==> config.mk <==
export PLATFORM = sky130hd
export DESIGN_NAME = shift_add_mult_8
export DESIGN_NICKNAME = d
export VERILOG_FILES = /design/src/rtl/shift_add_mult_8.sv
export SDC_FILE = /design/constraint.sdc
export NUM_CORES = 1
export LEC_CHECK = 0
export CAP_MARGIN = 40
export CORE_ASPECT_RATIO = 0.6
export CORE_MARGIN = 2
export CORE_UTILIZATION = 33
export DETAILED_ROUTE_END_ITERATION = 6
export GPL_TIMING_DRIVEN = 0
export PLACE_DENSITY = 0.59
export RECOVER_POWER = 100
export SYNTH_ARGS = -nofsm -noshare
export SYNTH_HDL_FRONTEND = slang
export SYNTH_SLANG_ARGS = --single-unit
==> constraint.sdc <==
create_clock -name clk -period 4.1 [get_ports clk]
set_input_delay 0.82 -clock clk [delete_from_list [all_inputs] [get_ports clk]]
set_output_delay 0.82 -clock clk [all_outputs]
set_load 0.05 [all_outputs]
==> src/rtl/shift_add_mult_8.sv <==
// Sequential 8x8 unsigned shift-add multiplier: 8 cycles start-to-done, one product per 9 cycles.
// Starts arriving while busy are dropped; a start on the done cycle's closing edge is taken.
module ripple_adder_8 (
    input  logic [7:0] a,
    input  logic [7:0] b,
    input  logic       cin,
    output logic [7:0] sum,
    output logic       cout
);
    logic c;

    always_comb begin
        c = cin;
        sum = '0;
        for (int i = 0; i < 8; i++) begin
            sum[i] = a[i] ^ b[i] ^ c;
            c      = (a[i] & b[i]) | (c & (a[i] ^ b[i]));
        end
        cout = c;
    end
endmodule

module shift_add_mult_8 #(
    parameter int WIDTH = 8
) (
    input  logic                 clk,
    input  logic                 rst,
    input  logic                 start,
    input  logic [WIDTH-1:0]     a,
    input  logic [WIDTH-1:0]     b,
    output logic [2*WIDTH-1:0]   product,
    output logic                 busy,
    output logic                 done
);
    typedef enum logic [1:0] {
        IDLE = 2'd0,
        RUN  = 2'd1,
        DONE = 2'd2
    } state_t;

    state_t             state_q, state_d;
    logic [WIDTH-1:0]   m_q, m_d;
    logic [WIDTH-1:0]   acc_hi_q, acc_hi_d;
    logic [WIDTH-1:0]   acc_lo_q, acc_lo_d;
    logic [2:0]         cnt_q, cnt_d;
    logic [2*WIDTH-1:0] product_q, product_d;
    logic [WIDTH-1:0]   add_sum;
    logic               add_cout;

    ripple_adder_8 u_adder (
        .a    (acc_hi_q),
        .b    (m_q),
        .cin  (1'b0),
        .sum  (add_sum),
        .cout (add_cout)
    );

    always_ff @(posedge clk or posedge rst) begin
        if (rst) begin
            state_q   <= IDLE;
            m_q       <= '0;
            acc_hi_q  <= '0;
            acc_lo_q  <= '0;
            cnt_q     <= '0;
            product_q <= '0;
        end else begin
            state_q   <= state_d;
            m_q       <= m_d;
            acc_hi_q  <= acc_hi_d;
            acc_lo_q  <= acc_lo_d;
            cnt_q     <= cnt_d;
            product_q <= product_d;
        end
    end

    always_comb begin
        state_d   = state_q;
        m_d       = m_q;
        acc_hi_d  = acc_hi_q;
        acc_lo_d  = acc_lo_q;
        cnt_d     = cnt_q;
        product_d = product_q;
        case (state_q)
            IDLE: begin
                if (start) begin
                    m_d      = a;
                    acc_hi_d = '0;
                    acc_lo_d = b;
                    cnt_d    = '0;
                    state_d  = RUN;
                end
            end
            RUN: begin
                if (acc_lo_q[0]) begin
                    {acc_hi_d, acc_lo_d} = {add_cout, add_sum, acc_lo_q[WIDTH-1:1]};
                end else begin
                    {acc_hi_d, acc_lo_d} = {1'b0, acc_hi_q, acc_lo_q[WIDTH-1:1]};
                end
                cnt_d = cnt_q + 3'd1;
                if (cnt_q == 3'd7) begin
                    state_d   = DONE;
                    product_d = {acc_hi_d, acc_lo_d};
                end
            end
            DONE: begin
                // The closing edge of DONE is already an idle sampling point, giving 9-cycle throughput.
                state_d = IDLE;
                if (start) begin
                    m_d      = a;
                    acc_hi_d = '0;
                    acc_lo_d = b;
                    cnt_d    = '0;
                    state_d  = RUN;
                end
            end
            default: state_d = IDLE;
        endcase
    end

    assign product = product_q;
    assign busy    = (state_q == RUN);
    assign done    = (state_q == DONE);
endmodule
* After elaboration in Yosys (flattened, before gate mapping)
Cells that the tools add are included.
** Storage, ports and cells
- Flip-flop bits (word level) :: 45
- Word-level logic and storage cells :: 69
** Operators by class
- Equality and inequality tests :: 6
- Bitwise gates (word level) :: 37
- Mux-type cells :: 12
- Reduce and logical (&&, ||, !) cells :: 7
- $add $sub $neg :: 1
** Operator list (number)
- two-way mux 8 bit :: 4
- one-hot mux 8 bit (2 select lines) :: 2
- bitwise AND 1 bit :: 15
- XOR 1 bit :: 15
- AND reduction 2 bit :: 4
- OR 1 bit :: 7
- one-hot mux 2 bit (3 select lines) :: 1
- one-hot mux 3 bit (2 select lines) :: 1
- two-way mux 2 bit :: 2
- != test 2 x 1 -> 1 bit (second input constant) :: 2
- adder 3 x 1 -> 3 bit (second input constant) :: 1
- equality test 3 bit (second input constant) :: 1
- two-way mux 3 bit :: 1
- equality test 2 x 1 -> 1 bit (second input constant) :: 1
- equality test 2 bit (second input constant) :: 1
- logical NOT 2 bit :: 1
- != test 2 bit (second input constant) :: 1
- nonzero test 2 bit :: 1
- OR reduction 2 bit :: 1
- two-way mux 1 bit :: 1

* Longest topological paths before layout
Gate-level depths: netlist of the first run.
- Word-level depth :: 17
- Gate-level depth with buffers :: 14
- Mapped depth without buffers :: 14

* By module
From an unflattened synthesis of the first run, not the netlist that was laid out.
** Unflattened totals
- Cell total of the unflattened synthesis :: 164
- Area total of the unflattened synthesis :: 2098.3 µm²
** Modules (own cells, without submodules)
- shift_add_mult_8 :: seq. area each 1126.1 µm², area an instance 1900.6 µm², instances 1, cells each 146
- ripple_adder_8 :: seq. area each 0.0 µm², area an instance 197.7 µm², instances 1, cells each 18

* Worst setup path after synthesis of the first run
Ideal clock, no wire load.
- Path type :: register -> register
- From :: reg acc_hi_q[0]
- To :: reg product_q[14] (netlist: product[14])
- Cell stages (with the launch flop) :: 15
- Setup slack :: 1.004 ns
- Clock period less this slack :: 3.096 ns
- Path buffers :: 0
- Arrival :: 2.962 ns
- Required time :: 3.966 ns
- Setup time :: 0.134 ns
- Path through :: dfrtp_1 ha_1 fa_1 fa_1 inv_1 fa_1 inv_1 fa_1 inv_1 fa_1 fa_1 inv_1 fa_1 mux2i_1 o21ai_0
** Between the ends
- Cells in the longest elaborated chain, start to end :: 15
** Ends and longest elaborated chain
- from (decl) :: RTL line 43 : logic [WIDTH-1:0] acc_hi_q, acc_hi_d;
- from (signal assigned) :: RTL line 69 : acc_hi_q <= acc_hi_d;
- bitwise AND 1 bit (2 in a row) :: RTL line 17 : c = (a[i] & b[i]) | (c & (a[i] ^ b[i]));
- OR 1 bit :: RTL line 17
- bitwise AND 1 bit :: RTL line 17
- OR 1 bit :: RTL line 17
- bitwise AND 1 bit :: RTL line 17
- OR 1 bit :: RTL line 17
- bitwise AND 1 bit :: RTL line 17
- OR 1 bit :: RTL line 17
- bitwise AND 1 bit :: RTL line 17
- OR 1 bit :: RTL line 17
- bitwise AND 1 bit :: RTL line 17
- OR 1 bit :: RTL line 17
- XOR 1 bit :: RTL line 16 : sum[i] = a[i] ^ b[i] ^ c;
- two-way mux 8 bit :: RTL line 94 : if (acc_lo_q[0]) begin
- to (signal assigned) :: RTL line 72 : product_q <= product_d;
- to (decl) :: RTL line 46 : logic [2*WIDTH-1:0] product_q, product_d;
Every way passes these cells.
A chain may end at the register's enable or synchronous reset.

* Worst setup path after layout of the first run
- From :: reg m_q[0]
- To :: reg product_q[14] (netlist: product[14])
** Between the ends
- Cells in the longest elaborated chain, start to end :: 15
** Ends and longest elaborated chain
- from (decl) :: RTL line 42 : logic [WIDTH-1:0] m_q, m_d;
- from (signal assigned) :: RTL line 68 : m_q <= m_d;
- bitwise AND 1 bit (2 in a row) :: RTL line 17
- OR 1 bit :: RTL line 17
- bitwise AND 1 bit :: RTL line 17
- OR 1 bit :: RTL line 17
- bitwise AND 1 bit :: RTL line 17
- OR 1 bit :: RTL line 17
- bitwise AND 1 bit :: RTL line 17
- OR 1 bit :: RTL line 17
- bitwise AND 1 bit :: RTL line 17
- OR 1 bit :: RTL line 17
- bitwise AND 1 bit :: RTL line 17
- OR 1 bit :: RTL line 17
- XOR 1 bit :: RTL line 16
- two-way mux 8 bit :: RTL line 94
Every way passes these cells.

==> flow_metrics.tcl, run 1 <==
set metrics [dict create \
    die-area_um2 6970 \
    p_switching_uw 1000 \
    synth_area_um2 2080 \
    synthSimpleGateAreaFrac_pct 6.57 \
    async_flop_share_pct 100 \
    ys_warn_count 0 \
    hold_slack_ns 0.485 \
    synth-edff-count 0 \
    tritoncts "done" \
    switching_share_pct 44.7 \
    final_core_util_pct 42.2 \
    placed_area_um2 2560 \
    cts_made_buffers 5 \
    maxCapViolCount 1 \
    synth_top_family_by_area "multiplexers" \
    slew_headroom_pct -18.9 \
    synth-compound-area-share_pct 10.1 \
    start_util_pct 34.0 \
    die_x_um 106 \
    yosysMostFrequentCell "dfrtp_1" \
    gp_congestion 0.735 \
    layout.nets 237 \
    hold_path.class "reg2reg" \
    drtPass1Iterations 4 \
    hold_viol_final 0 \
    grt_pass1_wl_um 6950 \
    comb_power_share_pct 52.7 \
    layout.cells.non_filler 293 \
    track_usage_pct 13.5 \
    setup_viol 0 \
    intPower_uw 1240 \
    seq_power_share_pct 35.5 \
    place_hpwl_um 2960 \
    yosysSeqAreaShare_pct 54.2 \
    clock-sinks 45 \
    n_fill_cell 617 \
    rsz0062_at_grt "false" \
    cp.arrival_ns 3.52 \
    ys_ff_latch 45 \
    p_clk_share_pct 11.8 \
    p_per_area_nw_per_um2 872 \
    grt_overflow 0 \
    synth.distinct_cells 22 \
    ir_drop_mv 0.244 \
    vias 1278 \
    violations "capacitance limit, slew limit" \
    wl_per_cell_um 14.1 \
    root_buffer "clkbuf_8" \
    startpoint_type "flop" \
    worstPathMaxFanout 2 \
    min_period_ns 3.36 \
    reg2reg_slack_ns 0.74 \
    grt_pass1_vias 1359 \
    synthTopCellsByCount "dfrtp_1, o21ai_0, mux2_2" \
    port_buffers 36 \
    synthMuxAreaShare_pct 14.5 \
    synth_nets 193 \
    fin_crit_sh_pct 82.1 \
    placed_cells 285 \
    synth_top_cell_by_area "dfrtp_1" \
    ant_nets 0 \
    via_per_inst 4.36 \
    synth.area.top_cells "dfrtp_1, mux2_2, fa_1, mux2i_1, o21ai_0" \
    synthXorXnorAreaFrac_pct 0 \
    post_cts_buffers 0 \
    p_leak_uw 0.00116 \
    worst_pin_slew_ns 1.78 \
    clock_path_buffers 2 \
    drt_iter0_markers 47 \
    layout-drive-gt1-share_pct 11.5 \
    path_class "reg2reg" \
    synth.top_cell.area_share_pct 54.2 \
    syn_inst 164 \
    finalClockSkew_ns 0.00400 \
    setup-tns-final_ns 0 \
    clk_latency_ns 0.30 \
    cts_hold_buf 0 \
    syn_to_final_growth_pct 24.0 \
    clkTransAtPathRegs_ns 0.08 \
    core_area_um2 6110 \
    ctsResizeCount 0 \
    max_freq_ghz 0.297 \
    synthFlopType "dfrtp_1" \
    critPathCaptureType "flop" \
    required_ns 4.26 \
    antenna_found_initial 0 \
    post-route-cell-area_um2 2580 \
    die_y_um 65.5 \
    io_pins 37 \
    final_max_slew_viol_count 34 \
    diodes 0 \
    synthAdderAreaFrac_pct 8.55 \
    outcome "finished, violations left" \
    htreeDepth 2 \
    grt_max_degree 34 \
    finalWirelength_um 4120 \
    drc 0 \
    rows 22 \
    synth_area_per_cell_um2 12.7 \
]
==> registers in the layout, summed over array words and instances (netlist names) <==
name and flops:
m_q 8, state_q 2, cnt_q 3, acc_lo_q 8, product 16, acc_hi_q 8
==> placed cells by master, fill, tap and decap left out, types with 2 or more instances in the layout <==
cell,count
dfrtp_1,45
mux2_1,2
inv_1,14
nand2b_1,2
nand2_1,12
clkbuf_1,10
o2bb2ai_1,8
o21ai_0,19
buf_2,3
clkbuf_8,5
clkdlybuf4s50_1,16
a22o_1,2
ha_1,3
dlygate4sd3_1,20
nand3_1,8
mux2_2,14
fa_1,7
mux2i_1,12
==> final cells by class <==
class,instances,area [um^2],share of cell area (%)
Sequential cell,45,1130,43.7
Inverter,14,52.6,2.04
Timing Repair Buffer,37,364,14.1
Multi-Input combinational cell,95,800,31.0
Buffer,10,48.8,1.89
Tap cell,84,105,4.08
Clock buffer,8,80.1,3.11
==> final timing paths <==
path,startpoint,end,depth (start not counted)
setup / recovery,m_q[0]$_DFFE_PP0P_,product[14]$_DFFE_PP0P_,14
min in group asynchronous,rst,product[2]$_DFFE_PP0P_,2
setup reg to reg,m_q[0]$_DFFE_PP0P_,product[14]$_DFFE_PP0P_,14
hold / removal,product[10]$_DFFE_PP0P_,product[10]$_DFFE_PP0P_,2
hold reg to reg,product[10]$_DFFE_PP0P_,product[10]$_DFFE_PP0P_,2
max in group asynchronous,rst,m_q[4]$_DFFE_PP0P_,3
==> layer usage <==
metal  vias to the layer above  share of wire [%]  track usage, %
met1                       598                 55            20.3
met3                         7                4.3            4.17
met4                         0                1.2            4.87
li1                        650                  -               -
met5                         -                  0               0
met2                        23                 39            18.0
==> metrics by stage <==
step	total power [uW]	setup slack, ns
after global routing	2440	0.527
after CTS	2380	0.719
final	2250	0.736
after floorplan	1730	1.00
after global placement	2070	0.761
after detailed placement	2100	0.758
==> power by group through the flow <==
stage	Sequential [uW]	Clock [uW]	Combinational (uW)
global placement	810	0	1260
detailed placement	814	0	1290
finish	797	265	1180
floorplan	1060	0	668
CTS	805	277	1290
global route	834	297	1310
==> worst max-delay path, cell delays in order, from the launching register on <==
cell,delay [ns]
dfrtp_1,0.40
ha_1,0.22
fa_1,0.39
fa_1,0.37
inv_1,0.07
fa_1,0.15
inv_1,0.05
fa_1,0.35
inv_1,0.07
fa_1,0.18
fa_1,0.16
inv_1,0.05
fa_1,0.43
mux2i_1,0.21
o21ai_0,0.11
==> logic make-up after synthesis <==
| family | count (synthesis) |
|---|---|
| DFF | 45 |
| adders and majority gates | 10 |
| muxes | 28 |
| buffers and inverters | 24 |
| and+or+nand+nor | 26 |
| AOI/OAI and AO/OA | 31 |
(Power assumes the default switching activity.)
==> run 2, diff against run 1 <==
--- a/config.mk
+++ b/config.mk
@@ -11,7 +11,7 @@
 export CORE_UTILIZATION = 33
 export DETAILED_ROUTE_END_ITERATION = 6
 export GPL_TIMING_DRIVEN = 0
-export PLACE_DENSITY = 0.59
+export PLACE_DENSITY = 0.61
 export RECOVER_POWER = 100
 export SYNTH_ARGS = -nofsm -noshare
 export SYNTH_HDL_FRONTEND = slang
==> constraint.sdc (replaced) <==
create_clock -name clk -period 3 [get_ports clk]
set_input_delay 0.6 -clock clk [delete_from_list [all_inputs] [get_ports clk]]
set_output_delay 0.6 -clock clk [all_outputs]
set_load 0.05 [all_outputs]
==> flow_metrics.tcl, run 2 (synthesis results as in run 1) <==
set metrics [dict create \
    largest_reg_flops 16 \
    ant_nets 0 \
    required_ns 3.15 \
    die-area_um2 6970 \
    wl_per_cell_um 14.8 \
    final_core_util_pct 42.7 \
    slew_headroom_pct 15.4 \
    core_area_um2 6110 \
    fin_crit_sh_pct 106 \
    violations "setup timing" \
    min_period_ns 3.18 \
    setup-tns-final_ns -0.355 \
    track_usage_pct 13.8 \
    antenna_found_initial 0 \
    port_buffers 36 \
    cp_slowest_stage_delay_ns 0.43 \
    rows 22 \
    maxCapViolCount 0 \
    grt_overflow 0 \
    die_y_um 65.5 \
    layout.cells.non_filler 294 \
    finalWirelength_um 4340 \
    p_leak_uw 0.00117 \
    finalClockSkew_ns 0.00285 \
    via_per_inst 4.63 \
    grt_pass1_wl_um 7260 \
    cp.arrival_ns 3.34 \
    clock-sinks 45 \
    outcome "finished, violations left" \
    drt_iter0_markers 39 \
    grt_pass1_vias 1409 \
    final_max_slew_viol_count 0 \
    layout_commonest_cell "dfrtp_1" \
    layout-drive-gt1-share_pct 17.6 \
    setup_viol 3 \
    io_pins 37 \
    ir_drop_mv 0.323 \
    htreeDepth 2 \
    gp_congestion 0.735 \
    place_hpwl_um 3100 \
    critPathCaptureType "flop" \
    setup_ws_ns -0.182 \
    hold_viol_final 0 \
    final_cell_mix "dfrtp_1, dlygate4sd3_1, o21ai_0, clkdlybuf4s50_1, mux2_2" \
    path_class "reg2reg" \
    clk_latency_ns 0.29 \
    startpoint_type "flop" \
    vias 1360 \
    syn_to_final_growth_pct 25.7 \
    root_buffer "clkbuf_8" \
    worst_pin_slew_ns 1.27 \
    crit_chain "ha_2, fa_2, fa_2, inv_2, fa_1, inv_1, fa_2, inv_2, fa_2, fa_2, inv_2, fa_1, mux2i_1, o21ai_1" \
    hold_path.class "reg2reg" \
    clkTransAtPathRegs_ns 0.08 \
    rsz0062_at_grt "true" \
    placed_cells 285 \
    timing.critical_path.mode_cell "fa_2" \
    worstPathMaxFanout 2 \
    grt_max_degree 25 \
    dp_slack_ns -0.234 \
    die_x_um 106 \
    crit_slowest_cell "fa_1" \
    layout.nets 238 \
    drc 0 \
    max_freq_ghz 0.314 \
    cts_made_buffers 5 \
    clock_path_buffers 2 \
    tritoncts "done" \
    diodes 0 \
    start_util_pct 34.0 \
    drtPass1Iterations 4 \
    p_per_area_nw_per_um2 1210 \
]
## run 2: changes by cell type in the layout (fill, tap and decap cells not counted), moves of 3 or more
cell / previous run / this run
fa_1: 7 / 2
fa_2: 0 / 5
inv_1: 14 / 11
inv_2: 0 / 3
o21ai_0: 19 / 16
o21ai_1: 0 / 3
## run 2: final cells by class
type | count | area (um^2)
Timing Repair Buffer | 38 | 372
Sequential cell | 45 | 1130
Clock buffer | 8 | 80.1
Multi-Input combinational cell | 95 | 825
Inverter | 14 | 52.6
Tap cell | 84 | 105
Buffer | 10 | 50.0
Fill cell | 598 | 3500
## run 2: metal layers
layer  vias up  wire length (um)  track usage (%)  share of wire, %
li1        650                 -                -                 -
met1       688              2320             20.7                53
met2        20              1850             19.4                43
met3         2               163             4.56               3.8
met4         0                15             2.44              0.35
met5         -                 0                0                 0
## run 2: worst max-delay path, delay by kind of cell (launching register included)
family          cells  cell delay (ns)
flops               1             0.40
compound gates      1             0.09
fa+ha+maj           8             2.16
mux                 1             0.20
buf+inv             4             0.21
## run 2: worst paths after layout
kind / start / to / slack [ns] / cells past startpoint
max: m_q[0]$_DFFE_PP0P_ / product[14]$_DFFE_PP0P_ / -0.18 / 14
min: product[6]$_DFFE_PP0P_ / product[6]$_DFFE_PP0P_ / 0.48 / 2
max reg2reg: m_q[0]$_DFFE_PP0P_ / product[14]$_DFFE_PP0P_ / -0.18 / 14
min reg2reg: product[6]$_DFFE_PP0P_ / product[6]$_DFFE_PP0P_ / 0.48 / 2
max in group asynchronous: rst / product[14]$_DFFE_PP0P_ / 0.45 / 3
min in group asynchronous: rst / product[1]$_DFFE_PP0P_ / 0.92 / 2
## run 2: stage by stage
stage	instance area [um^2]	total power (uW)	hold WS [ns]
4_1_cts	2680	3330	0.498
5_1_grt	2610	3430	0.510
3_3_place_gp	2550	2850	0.475
6_report	2610	3170	0.480
2_1_floorplan	2090	2370	0.456
3_5_place_dp	2580	2910	0.475
## run 2: power breakdown
group | internal [uW] | switching, uW | leakage [uW] | total (uW)
sequential | 909 | 191 | 0.000547 | 1100
clock | 166 | 190 | 0.0000395 | 356
combinational | 673 | 1040 | 0.000581 | 1710
total | 1750 | 1420 | 0.00117 | 3170
## run 2: repair_timing
item                       CTS  global route
pin swaps                    2             0
gates cloned                 0             0
setup endpoints to repair    6             6
resized for setup            7             2
hold buffers                 0             0
buffers inserted             1             0
==> run 3, diff against run 2 <==
--- a/config.mk
+++ b/config.mk
@@ -11,6 +11,7 @@
 export CORE_UTILIZATION = 33
 export DETAILED_ROUTE_END_ITERATION = 6
 export GPL_TIMING_DRIVEN = 0
+export HOLD_SLACK_MARGIN = 0.12
 export PLACE_DENSITY = 0.61
 export RECOVER_POWER = 100
 export SYNTH_ARGS = -nofsm -noshare
==> results of run 3 <==
The final DEF is identical to that of run 2; final timing and power are the same.
